$ cat config.mk
export PLATFORM = sky130hd
export DESIGN_NAME = dac_spi_tx
export DESIGN_NICKNAME = d
export VERILOG_FILES = /design/src/rtl/dac_spi_tx_pkg.sv /design/src/rtl/dac_spi_tx_tick.sv /design/src/rtl/dac_spi_tx.sv
export SDC_FILE = /design/constraint.sdc
export NUM_CORES = 1
export LEC_CHECK = 0
export BUFFER_PORTS_ARGS = -buffer_cell sky130_fd_sc_hd__buf_2
export CORE_MARGIN = 3
export CORE_UTILIZATION = 53
export CTS_CLUSTER_SIZE = 14
export DETAILED_ROUTE_END_ITERATION = 16
export PLACE_DENSITY = 0.85
export SETUP_SLACK_MARGIN = 0.2
export SYNTH_ARGS = -nofsm -noshare
export SYNTH_HDL_FRONTEND = slang
export SYNTH_SLANG_ARGS = --single-unit
$ cat constraint.sdc
create_clock -name clk -period 2.05 [get_ports clk]
set_clock_uncertainty 0.2 [all_clocks]
set_input_delay 0.41 -clock clk [delete_from_list [all_inputs] [get_ports clk]]
set_output_delay 0.41 -clock clk [all_outputs]
set_load 0.05 [all_outputs]
$ cat src/rtl/dac_spi_tx_pkg.sv
// Shared types and helpers for the DAC SPI transmitter and its tick generator.
package dac_spi_tx_pkg;

    localparam int unsigned FRAME_BITS = 32;
    localparam int unsigned BIT_CNT_W  = 5;

    typedef enum logic [2:0] {
        ST_IDLE,
        ST_REQ,
        ST_WAIT,
        ST_LOAD,
        ST_SHIFT,
        ST_GAP
    } state_t;

    // Bits needed to hold 0..n-1; never less than 1.
    function automatic int unsigned clogb2(input int unsigned n);
        int unsigned w;
        w = 1;
        for (int unsigned i = 1; i < 32; i++) begin
            if ((64'(1) << i) < 64'(n)) begin
                w = i + 1;
            end
        end
        return w;
    endfunction

endpackage

$ cat src/rtl/dac_spi_tx_tick.sv
// Free-running period counter; tick is high for one cycle every PERIOD clocks.
module tick_gen
    import dac_spi_tx_pkg::*;
#(
    parameter int unsigned PERIOD = 1000
) (
    input  logic clk,
    input  logic rst,
    output logic tick
);

    localparam int unsigned    CW   = clogb2(PERIOD);
    localparam logic [CW-1:0]  LAST = CW'(PERIOD - 1);

    logic [CW-1:0] cnt;
    logic [CW-1:0] cnt_nxt;

    always_comb begin
        cnt_nxt = (cnt == LAST) ? '0 : cnt + CW'(1);
    end

    // tick is registered against the upcoming count so it lines up with cnt == LAST.
    always_ff @(posedge clk or posedge rst) begin
        if (rst) begin
            cnt  <= '0;
            tick <= 1'b0;
        end else begin
            cnt  <= cnt_nxt;
            tick <= (cnt_nxt == LAST);
        end
    end

endmodule

$ cat src/rtl/dac_spi_tx.sv
// Periodically fetches a sample from the source and writes it to an LTC2624-style DAC over SPI mode 0.
module dac_spi_tx
    import dac_spi_tx_pkg::*;
#(
    parameter int unsigned SIZE          = 12,
    parameter int unsigned DIV           = 4,
    parameter int unsigned SAMPLE_PERIOD = 1000,
    parameter logic [3:0]  CMD           = 4'b0011,
    parameter logic [3:0]  ADDR          = 4'b1111
) (
    input  logic            clk,
    input  logic            rst,
    input  logic            enable,
    input  logic [SIZE-1:0] data,
    output logic            next,
    output logic            spi_sck,
    output logic            spi_mosi,
    output logic            dac_cs_n,
    output logic            busy,
    output logic            overrun
);

    localparam int unsigned             PH_W     = clogb2(DIV);
    localparam logic [PH_W-1:0]         PH_LAST  = PH_W'(DIV - 1);
    localparam logic [BIT_CNT_W-1:0]    BIT_LAST = BIT_CNT_W'(FRAME_BITS - 1);
    localparam int unsigned             PAD      = 16 - SIZE;

    logic                    tick;
    state_t                  state;
    logic [PH_W-1:0]         phase;
    logic [BIT_CNT_W-1:0]    bit_cnt;
    logic [FRAME_BITS-2:0]   shreg;
    logic [15:0]             sample_pad;
    logic [FRAME_BITS-1:0]   frame_word;

    tick_gen #(.PERIOD(SAMPLE_PERIOD)) u_tick (
        .clk  (clk),
        .rst  (rst),
        .tick (tick)
    );

    // Sample is left-justified in a 16-bit field under the command and address nibbles.
    assign sample_pad = 16'(data) << PAD;
    assign frame_word = {8'h00, CMD, ADDR, sample_pad};

    always_ff @(posedge clk or posedge rst) begin
        if (rst) begin
            state    <= ST_IDLE;
            next     <= 1'b0;
            spi_sck  <= 1'b0;
            spi_mosi <= 1'b0;
            dac_cs_n <= 1'b1;
            busy     <= 1'b0;
            overrun  <= 1'b0;
            phase    <= '0;
            bit_cnt  <= '0;
            shreg    <= '0;
        end else begin
            if (tick && (state != ST_IDLE)) begin
                overrun <= 1'b1;
            end
            case (state)
                ST_IDLE: begin
                    if (tick && enable) begin
                        state <= ST_REQ;
                        next  <= 1'b1;
                        busy  <= 1'b1;
                    end
                end
                ST_REQ: begin
                    next  <= 1'b0;
                    state <= ST_WAIT;
                end
                ST_WAIT: begin
                    state <= ST_LOAD;
                end
                ST_LOAD: begin
                    shreg    <= frame_word[FRAME_BITS-2:0];
                    spi_mosi <= frame_word[FRAME_BITS-1];
                    dac_cs_n <= 1'b0;
                    spi_sck  <= 1'b0;
                    bit_cnt  <= '0;
                    phase    <= '0;
                    state    <= ST_SHIFT;
                end
                // Each bit: DIV cycles low then DIV high; the next bit moves onto mosi at the falling edge.
                ST_SHIFT: begin
                    if (phase == PH_LAST) begin
                        phase <= '0;
                        if (!spi_sck) begin
                            spi_sck <= 1'b1;
                        end else begin
                            spi_sck <= 1'b0;
                            if (bit_cnt == BIT_LAST) begin
                                spi_mosi <= 1'b0;
                                state    <= ST_GAP;
                            end else begin
                                bit_cnt  <= bit_cnt + BIT_CNT_W'(1);
                                spi_mosi <= shreg[FRAME_BITS-2];
                                shreg    <= {shreg[FRAME_BITS-3:0], 1'b0};
                            end
                        end
                    end else begin
                        phase <= phase + PH_W'(1);
                    end
                end
                ST_GAP: begin
                    dac_cs_n <= 1'b1;
                    if (phase == PH_LAST) begin
                        phase <= '0;
                        busy  <= 1'b0;
                        state <= ST_IDLE;
                    end else begin
                        phase <= phase + PH_W'(1);
                    end
                end
                default: begin
                    state <= ST_IDLE;
                end
            endcase
        end
    end

endmodule

==> results.cfg, run 1 <==
[detailed_routing]
ant_nets = 0
drt_pass1_iterations = 4
drc = 0
vias_per_cell = 6.00
totalWireLength_mm = 6.28
vias = 2195
wl_per_cell_um = 17.2
drt_iter0_markers = 187

[grt]
grt_overflow_total = 0
grt_start_max_net_pins = 33
antenna_found_initial = 0
grtUsageTotal = 0.213
grt_pass1_vias = 1951
grt_first_pass_wirelength_mm = 9.00

[pwr]
total_power_w = 0.00171
pwr_density_cell_nw_per_um2 = 537
leakagePower_nw = 1.42
ir_worst_vdd_v = 0.000321

[run_status]
violations = negative setup slack
status = finished with violations

[worst_setup_path]
crit_type = flip-flop to flip-flop
required_ns = 2.04
cp_max_fo = 18
rrSetupSlack_ns = -0.06
crit_path_end_kind = flip-flop
cp_data_arrival_time_ns = 2.11
r2r_start = bit_cnt[0]
r2r_cells = 7
rr_endpoint = shreg[7]
cp-start-kind = flip-flop

[cts]
htree_levels = 2
cts_buffers = 5
tritoncts = built
cts.path.max_buffers = 2
cts.sinks = 54
clock_latency_ns = 0.30
path_clk_slew_ns = 0.09
cts_root_buf = clkbuf_8

[floorplanning]
core_um2 = 4470
start_util = 0.560
die_w_um = 74.8
num_rows = 24
ios = 21
die_area_um2 = 5590
die_y_um = 74.8

[placement]
dp_hpwl_mm = 3.33
place_congestion = 0.857
placed_cell_area_um2 = 2750
io_buffers = 20

[yosys]
syn-num-nets = 293
ys_seq_area_frac = 0.540
synth_top_flop_cell = dfrtp_1
ys_warn_count = 0
synth-adder-area-share = 0.0250
synth_xor_area_frac = 0.0210
syn-cell-area_um2 = 2510
synth_compound_area_frac = 0.0949
synth_area_per_cell_um2 = 9.18
ys_ff_latch = 54
synth_top_family_by_area = simple AND/OR/NAND/NOR gates
synthSimpleGateAreaFrac = 0.280
async_reset_ff_frac = 1.00
synth_cells = 273
muxShareOfSynthArea = 0.00399
synth_cell_types = 44
synth-edff-count = 0

[sta]
post-route-period-util = 1.03
slew_headroom = 0.761
period_minus_slack_ns = 2.11
tightest_slew_ns = 0.358
final_hold_viol_count = 0
rsz0062_at_grt = true
worst_slack_ns = -0.0635
setup_viol = 3
max_freq_ghz = 0.473
drv_slew = 0

[run]
max-cap-violations = 0

[worst_hold_path]
holdPathEnd = shreg[4]
hold_start = data[0]
holdPathStages = 2
min_path_type = primary input to flip-flop

[finish]
fillers = 281
fin_area_um2 = 3190
nets = 333
antenna_cells = 0
drive_gt1_frac = 0.318
final_common_cell = dfrtp_1
syn2layout_area_growth_pct = 27.4
final_cell_mix = 52 x dfrtp_1, 46 x nor2_1, 26 x nor3_1
[final cells by class]
type,count,area [um2],share of cell area
well taps,52,65.1,0.0204
inverters,7,30.0,0.00940
repair buffers,48,388,0.121
flip-flops and latches,54,1350,0.424
multi-input cells,197,1280,0.400
clock buffers,8,80.1,0.0251
[repair_timing]
action                     in CTS  in global routing
buffers inserted                6                  4
gates cloned                    2                  0
hold endpoints to repair        5                  0
setup endpoints to repair      33                 39
gates resized for setup        22                 38
hold buffers                    1                  0
pin swaps                      12                 12
[worst max-delay path, stage by stage (launching register included)]
cell and delay (ns):
dfrtp_1 0.41, ha_2 0.19, and3_4 0.19, ha_4 0.17, o31a_1 0.31, buf_6 0.19
nor3_1 0.24, nor3_1 0.07
[state kept, by name, summed over array words and instances (netlist names)]
register and cells:
state 3, phase 2, spi_sck 1, u_tick.cnt 10
dac_cs_n 1, overrun 1, spi_mosi 1, next 1
busy 1, shreg 27, bit_cnt 5, u_tick.tick 1
[power by group]
group / leakage, nW / switching, W / internal [W]
Sequential: 0.646 / 0.00000802 / 0.00108
Combinational: 0.730 / 0.0000318 / 0.0000229
Clock: 0.0395 / 0.000331 / 0.000244
[metal layers]
| layer | routed length [um] | vias up | track usage |
|---|---|---|---|
| met5 | 0 | - | 0 |
| met4 | 221 | 0 | 0.0988 |
| met3 | 314 | 29 | 0.0401 |
| met2 | 3140 | 79 | 0.346 |
| met1 | 2600 | 1069 | 0.275 |
| li1 | - | 1018 | - |
[cells by family (layout without fill, tap and decap cells)]
kind of cell	after synthesis	in the layout
AO/OA/AOI/OAI	35	35
XOR/XNOR	6	6
adder cells (fa/ha/maj)	5	5
buffers and inverters	22	63
flip-flops	54	54
multiplexers	1	1
AND/OR/NAND/NOR	150	150
[worst max-delay path by stage]
stage / cells after the start / slack (ns) / endpoint / start
2_1_floorplan: 6 / 0.10 / bit_cnt[3] / state[2]
3_3_place_gp: 6 / 0.06 / bit_cnt[3] / bit_cnt[0]
6_report: 7 / -0.06 / shreg[7] / bit_cnt[0]
5_1_grt: 6 / -0.11 / shreg[7] / phase[0]
3_5_place_dp: 6 / -0.0008 / bit_cnt[3] / bit_cnt[0]
4_1_cts: 6 / 0.04 / bit_cnt[3] / bit_cnt[1]
[through the flow]
| step | util | hold WS, ns | std cells | setup slack [ns] | setup TNS, ns |
|---|---|---|---|---|---|
| after floorplan | - | 0.238 | 273 | 0.101 | 0 |
| after global placement | 0.615 | 0.134 | 345 | 0.0634 | 0 |
| final | 0.714 | 0.134 | 366 | -0.0635 | -0.100 |
| after detailed placement | 0.615 | 0.137 | 345 | -0.000834 | -0.000834 |
| after CTS | 0.673 | 0.136 | 362 | 0.0382 | 0 |
| after global routing | 0.714 | 0.135 | 366 | -0.107 | -0.427 |
[cells in the mapped netlist, types with 2 or more instances]
cell,number,area share
nand4b_1,2,0.0070
a21o_1,2,0.0060
nor3_1,31,0.062
and2_1,2,0.0050
nor2_1,47,0.070
nand3_1,16,0.032
ha_1,5,0.025
nor4_1,2,0.0050
clkbuf_1,10,0.015
o41ai_1,2,0.0070
nor2b_1,4,0.010
nand3b_1,2,0.0060
xnor2_1,5,0.017
a31oi_1,2,0.0050
dfrtp_1,53,0.53
nand2b_1,3,0.0075
or2_2,2,0.0050
nand2_1,31,0.046
o31ai_1,2,0.0060
inv_1,7,0.010
o21ai_0,7,0.014
and3_1,3,0.0075
a21oi_1,9,0.018
nor3b_1,2,0.0060
buf_2,3,0.0060
(Power assumes the default switching activity.)
==> run 2: changes to the inputs <==
CAP_MARGIN = 20   (was unset)
MAX_ROUTING_LAYER = met4   (was unset)
==> run 2 against run 1 <==
Compared with the run above:
- the flow still finishes with violations (negative setup slack)
- routed wire length increased by 0.18%
- clock power about the same
- clock-buffer cell count unchanged
- combinational power about the same
- critical path type unchanged
- largest cell class unchanged
==> results.cfg, run 2 (synthesis results as in run 1) <==
[floorplanning]
core_um2 = 4470
die_area_um2 = 5590
num_rows = 24
start_util = 0.560
die_y_um = 74.8
die_w_um = 74.8
ios = 21

[grt]
grt_start_max_net_pins = 33
grtUsageTotal = 0.220
grt_overflow_total = 0
grt_first_pass_wirelength_mm = 9.01
grt_pass1_vias = 1948
antenna_found_initial = 0

[sta]
rsz0062_at_grt = true
post-route-period-util = 1.02
slew_headroom = 0.764
tightest_slew_ns = 0.354
worst_slack_ns = -0.0371
setup_tns_ns = -0.0545
max_freq_ghz = 0.479
setup_viol = 2
period_minus_slack_ns = 2.09
worst_hold_slack_ns = 0.133
final_hold_viol_count = 0
drv_slew = 0

[finish]
antenna_cells = 0
largest_reg_flops = 27
nets = 333
final-instance-count-excl-fill = 366
drive_gt1_frac = 0.318
final_common_cell = dfrtp_1
syn2layout_area_growth_pct = 27.4
regMostFlops = shreg
final_cell_mix = 52 x dfrtp_1, 46 x nor2_1, 26 x nor3_1
top_regs = shreg x27, u_tick.cnt x10, bit_cnt x5

[worst_hold_path]
hold_start = data[0]
holdPathEnd = shreg[4]
holdPathStages = 2
min_path_type = primary input to flip-flop

[worst_setup_path]
cp-start-kind = flip-flop
crit_path_end_kind = flip-flop
cp_max_fo = 18
required_ns = 2.05
crit_type = flip-flop to flip-flop
cp_data_arrival_time_ns = 2.08
rrSetupSlack_ns = -0.04
r2r_cells = 7
r2r_start = bit_cnt[0]
startpoint = bit_cnt[0]
rr_endpoint = shreg[7]

[detailed_routing]
drt_iter0_markers = 206
vias = 2179
drc = 0
wl_per_cell_um = 17.2
drt_pass1_iterations = 4
ant_nets = 0
totalWireLength_mm = 6.30
vias_per_cell = 5.95

[pwr]
ir_worst_vdd_v = 0.000321
pwr_density_cell_nw_per_um2 = 538
leakagePower_nw = 1.42

[cts]
cts.path.max_buffers = 2
clock_latency_ns = 0.31
cts_buffers = 5
tritoncts = built
htree_levels = 2
path_clk_slew_ns = 0.09
cts.sinks = 54
cts_root_buf = clkbuf_8

[placement]
place_congestion = 0.871
io_buffers = 20
dp_hpwl_mm = 3.33
place_inst = 345

[run_status]
status = finished with violations
violations = negative setup slack

[run]
max-cap-violations = 0
run 2: cell counts in the layout (fill, tap and decap cells not counted):
No cell type changed its count.
run 2: how the worst max path moves through the flow:
stage                       to  slack [ns]  cells past startpoint
floorplan           bit_cnt[3]        0.10                      6
global placement    bit_cnt[3]        0.06                      6
detailed placement  bit_cnt[3]     -0.0008                      6
CTS                 bit_cnt[3]        0.04                      6
global route          shreg[7]       -0.11                      6
finish                shreg[7]       -0.04                      7
run 2: power breakdown:
group / internal, W / switching (W)
sequential: 0.00108 / 0.00000819
clock: 0.000244 / 0.000334
combinational: 0.0000229 / 0.0000318
total: 0.00134 / 0.000374
run 2: critical path: stages, from the launching register on:
cell,delay [ns]
dfrtp_1,0.41
ha_2,0.19
and3_4,0.19
ha_4,0.17
o31a_1,0.31
buf_6,0.19
nor3_1,0.23
nor3_1,0.07
run 2: layer usage:
layer | GRT usage | wire, um | vias to the layer above
li1 | - | - | 1018
met1 | 0.275 | 2700 | 1071
met2 | 0.347 | 3140 | 68
met3 | 0.0401 | 236 | 22
met4 | 0.0988 | 221 | 0
met5 | - | 0 | -
run 2: area by class of cell:
cell class | count | area [um2]
Clock buffer | 8 | 80.1
Fill cell | 281 | 1280
Inverter | 7 | 30.0
Multi-Input combinational cell | 197 | 1280
Sequential cell | 54 | 1350
Tap cell | 52 | 65.1
Timing Repair Buffer | 48 | 388
run 2: through the flow:
stage               power [W]  instance area, um2  utilization  worst slack, ns
floorplan             0.00113                2520            -            0.101
global placement      0.00116                2750        0.615           0.0634
detailed placement    0.00116                2750        0.615        -0.000834
CTS                   0.00171                3010        0.673           0.0382
global route          0.00178                3190        0.714           -0.107
finish                0.00172                3190        0.714          -0.0371
run 2: what timing repair did:
| item | 4_1_cts | 5_1_grt |
|---|---|---|
| hold buffers | 1 | 0 |
| hold endpoints to repair | 5 | 0 |
| cloned | 2 | 0 |
| setup buffers | 6 | 4 |
| pin swaps | 12 | 12 |
| resized for setup | 22 | 38 |
| setup endpoints to repair | 33 | 39 |
==> run 3: changes to the inputs <==
ABC_AREA = 1   (was unset)
==> run 3 against run 2 <==
Compared with the run above:
- the run now ends clean
- critical path depth grew 5
- die area grew 1.4%
- cell area shrank 4.4%
- clock power grew 5.2%
- global-route usage shrank 2.4 points
- sequential share of layout area grew 1.9 points
- sequential cell count is the same
- core utilization shrank 3.6 points
- via count shrank 8.1%
- synthesized area grew 1.5%
- routed wire length shrank 17%
- final cell count grew 4.6%
- critical path type unchanged
- critical endpoint is now bit_cnt[3]
- largest power group unchanged
- highest routed layer unchanged
==> results.cfg, run 3 <==
[sta]
period_minus_slack_ns = 1.94
setup_tns_ns = 0
setup_viol = 0
post-route-period-util = 0.947
rsz0062_at_grt = true
slew_headroom = 0.642
drv_slew = 0
final_hold_viol_count = 0
max_freq_ghz = 0.515
tightest_slew_ns = 0.536

[yosys]
netlist_top_cells_area = dfrtp_1 52%, inv_1 8.7%, nand2_1 7.5%, nor2_1 4.3%, o21a_1 3.5%
synth_top_flop_cell = dfrtp_1
synth_cell_types = 31
syn-num-nets = 313
netlist.top_cell.by_area = dfrtp_1
synth_area_per_cell_um2 = 8.69
ys_warn_count = 0
synthTopCellsByCount = 59 x inv_1, 53 x dfrtp_1, 51 x nand2_1
ys_ff_latch = 54
yosysMostFrequentCell = inv_1
async_reset_ff_frac = 1.00
synth-edff-count = 0
yosysTopAreaCellShare = 0.521
synth_cells = 293
syn-cell-area_um2 = 2540
ys_seq_area_frac = 0.531

[finish]
multiInputGateArea_um2 = 1030
syn2layout_area_growth_pct = 20.0
fillers = 331
regMostFlops = shreg
regArea_um2 = 1350
largest_reg_flops = 27
antenna_cells = 0
final_common_cell = inv_1
drive_gt1_frac = 0.224
top_regs = shreg x27, u_tick.cnt x10, bit_cnt x5
final_cell_mix = 58 x inv_1, 53 x dfrtp_1, 50 x nand2_1
nets = 350

[run_status]
status = finished clean

[cts]
cts_buffers = 5
clock_latency_ns = 0.31
tritoncts = built
cts_root_buf = clkbuf_8
path_clk_slew_ns = 0.09
htree_levels = 2
cts.path.max_buffers = 2
cts.sinks = 54

[placement]
dp_hpwl_mm = 3.23
place_congestion = 0.859
io_buffers = 20

[grt]
met1_usage = 0.221
grtUsageTotal = 0.195
use_met3 = 0.0435
grt_start_max_net_pins = 32
top_usage_layer = met2
antenna_found_initial = 0
grt_first_pass_wirelength_mm = 8.13
grt_overflow_total = 0
grtUsageMet2 = 0.341
grt_pass1_vias = 1923

[detailed_routing]
vias = 2003
totalWireLength_mm = 5.25
ant_nets = 0
wl_per_cell_um = 13.7
drt_iter0_markers = 95
vias_per_cell = 5.23
drc = 0
drt_pass1_iterations = 4

[worst_setup_path]
cpLargestDelayFamily = simple AND/OR/NAND/NOR gates
cp_data_arrival_time_ns = 1.93
cpMaxStageDelayCell = dfrtp_1
crit_top_cell = nor2_1
cp_max_fo = 4
critical_path_depth = 12
crit_type = flip-flop to flip-flop
required_ns = 2.04
cp-start-kind = flip-flop
r2r_cells = 12
cp_cell_sequence = ha_2, nand2_2, nor2_1, ha_2, o21ai_4, buf_4, buf_6, nand2_2, nor2_1, nand2_1, nand2_1, nor2_1
path_buf_inv = 2
crit_path_end_kind = flip-flop
critPathMaxStageDelay_ns = 0.41

[floorplanning]
die_w_um = 75.3
die_y_um = 75.3
ios = 21
die_area_um2 = 5670
start_util = 0.565
core_um2 = 4500
num_rows = 24

[worst_hold_path]
holdPathStages = 3
min_path_type = primary input to flip-flop

[pwr]
total_power_w = 0.00171
pwr_density_cell_nw_per_um2 = 561
leakagePower_nw = 1.51
ir_worst_vdd_v = 0.000438

[run]
max-cap-violations = 0
==> run 3: report_power, final <==
part | switching, W | internal [W] | leakage (nW)
combinational | 0.0000250 | 0.0000148 | 0.733
sequential | 0 | 0.00106 | 0.726
clock | 0.000336 | 0.000272 | 0.0472
total | 0.000361 | 0.00135 | 1.51
==> run 3: worst paths after layout <==
check                           start          to  slack [ns]
hold / removal                data[0]    shreg[4]        0.12
setup / recovery           bit_cnt[0]  bit_cnt[3]        0.11
max in group asynchronous         rst   shreg[25]        0.62
setup reg to reg           bit_cnt[0]  bit_cnt[3]        0.11
min in group asynchronous         rst        next        0.51
hold reg to reg              dac_cs_n    dac_cs_n        0.27
==> run 3: cells by family (layout without fill, tap and decap cells) <==
| family | after synthesis | count (layout) | synth area share |
|---|---|---|---|
| AND/OR/NAND/NOR | 105 | 107 | 0.177 |
| AO/OA/AOI/OAI | 60 | 60 | 0.150 |
| multiplexers | 1 | 1 | 0.00393 |
| adder cells (fa/ha/maj) | 5 | 5 | 0.0246 |
| flip-flops | 54 | 54 | 0.531 |
| buffers and inverters | 68 | 104 | 0.113 |
==> run 3: final cells by class <==
cell class                 instances  share of cell area
clock buffer                       6              0.0270
timing repair buffer              34              0.0852
multi-input combinational        173               0.338
inverter                          62              0.0816
clock inverter                     2             0.00410
sequential                        54               0.443
tap                               52              0.0213
==> run 3: timing repair <==
action                                 in CTS  in global routing
gates cloned                                2                  1
hold buffers                                1                  0
gates resized for setup                     9                 22
setup endpoints to repair                  31                 33
pin swaps                                   2                  3
endpoints found under the hold margin      22                  0
buffers inserted                            4                  4
==> run 3: metal layers <==
layer,vias to the layer above,share of wire
li1,998,-
met3,4,0.037
met5,-,0
met4,0,0.013
met1,969,0.42
met2,32,0.53
==> run 3: through the flow <==
stage               hold WS [ns]  worst slack (ns)   util  instance area, um2  instances
floorplan                  0.254             0.221      -                2550        293
global placement           0.240             0.147  0.602                2710        363
detailed placement         0.248            0.0728  0.602                2710        363
CTS                        0.113             0.161  0.645                2910        378
global route               0.125            0.0342  0.678                3050        383
finish                     0.118             0.109  0.678                3050        383
==> run 3: worst register-to-register path, cell delays in order (launching register included) <==
cell and delay (ns):
dfrtp_1 0.41, ha_2 0.21, nand2_2 0.07, nor2_1 0.04, ha_2 0.18, o21ai_4 0.15, buf_4 0.14, buf_6 0.08
nand2_2 0.07, nor2_1 0.09, nand2_1 0.06, nand2_1 0.08, nor2_1 0.05
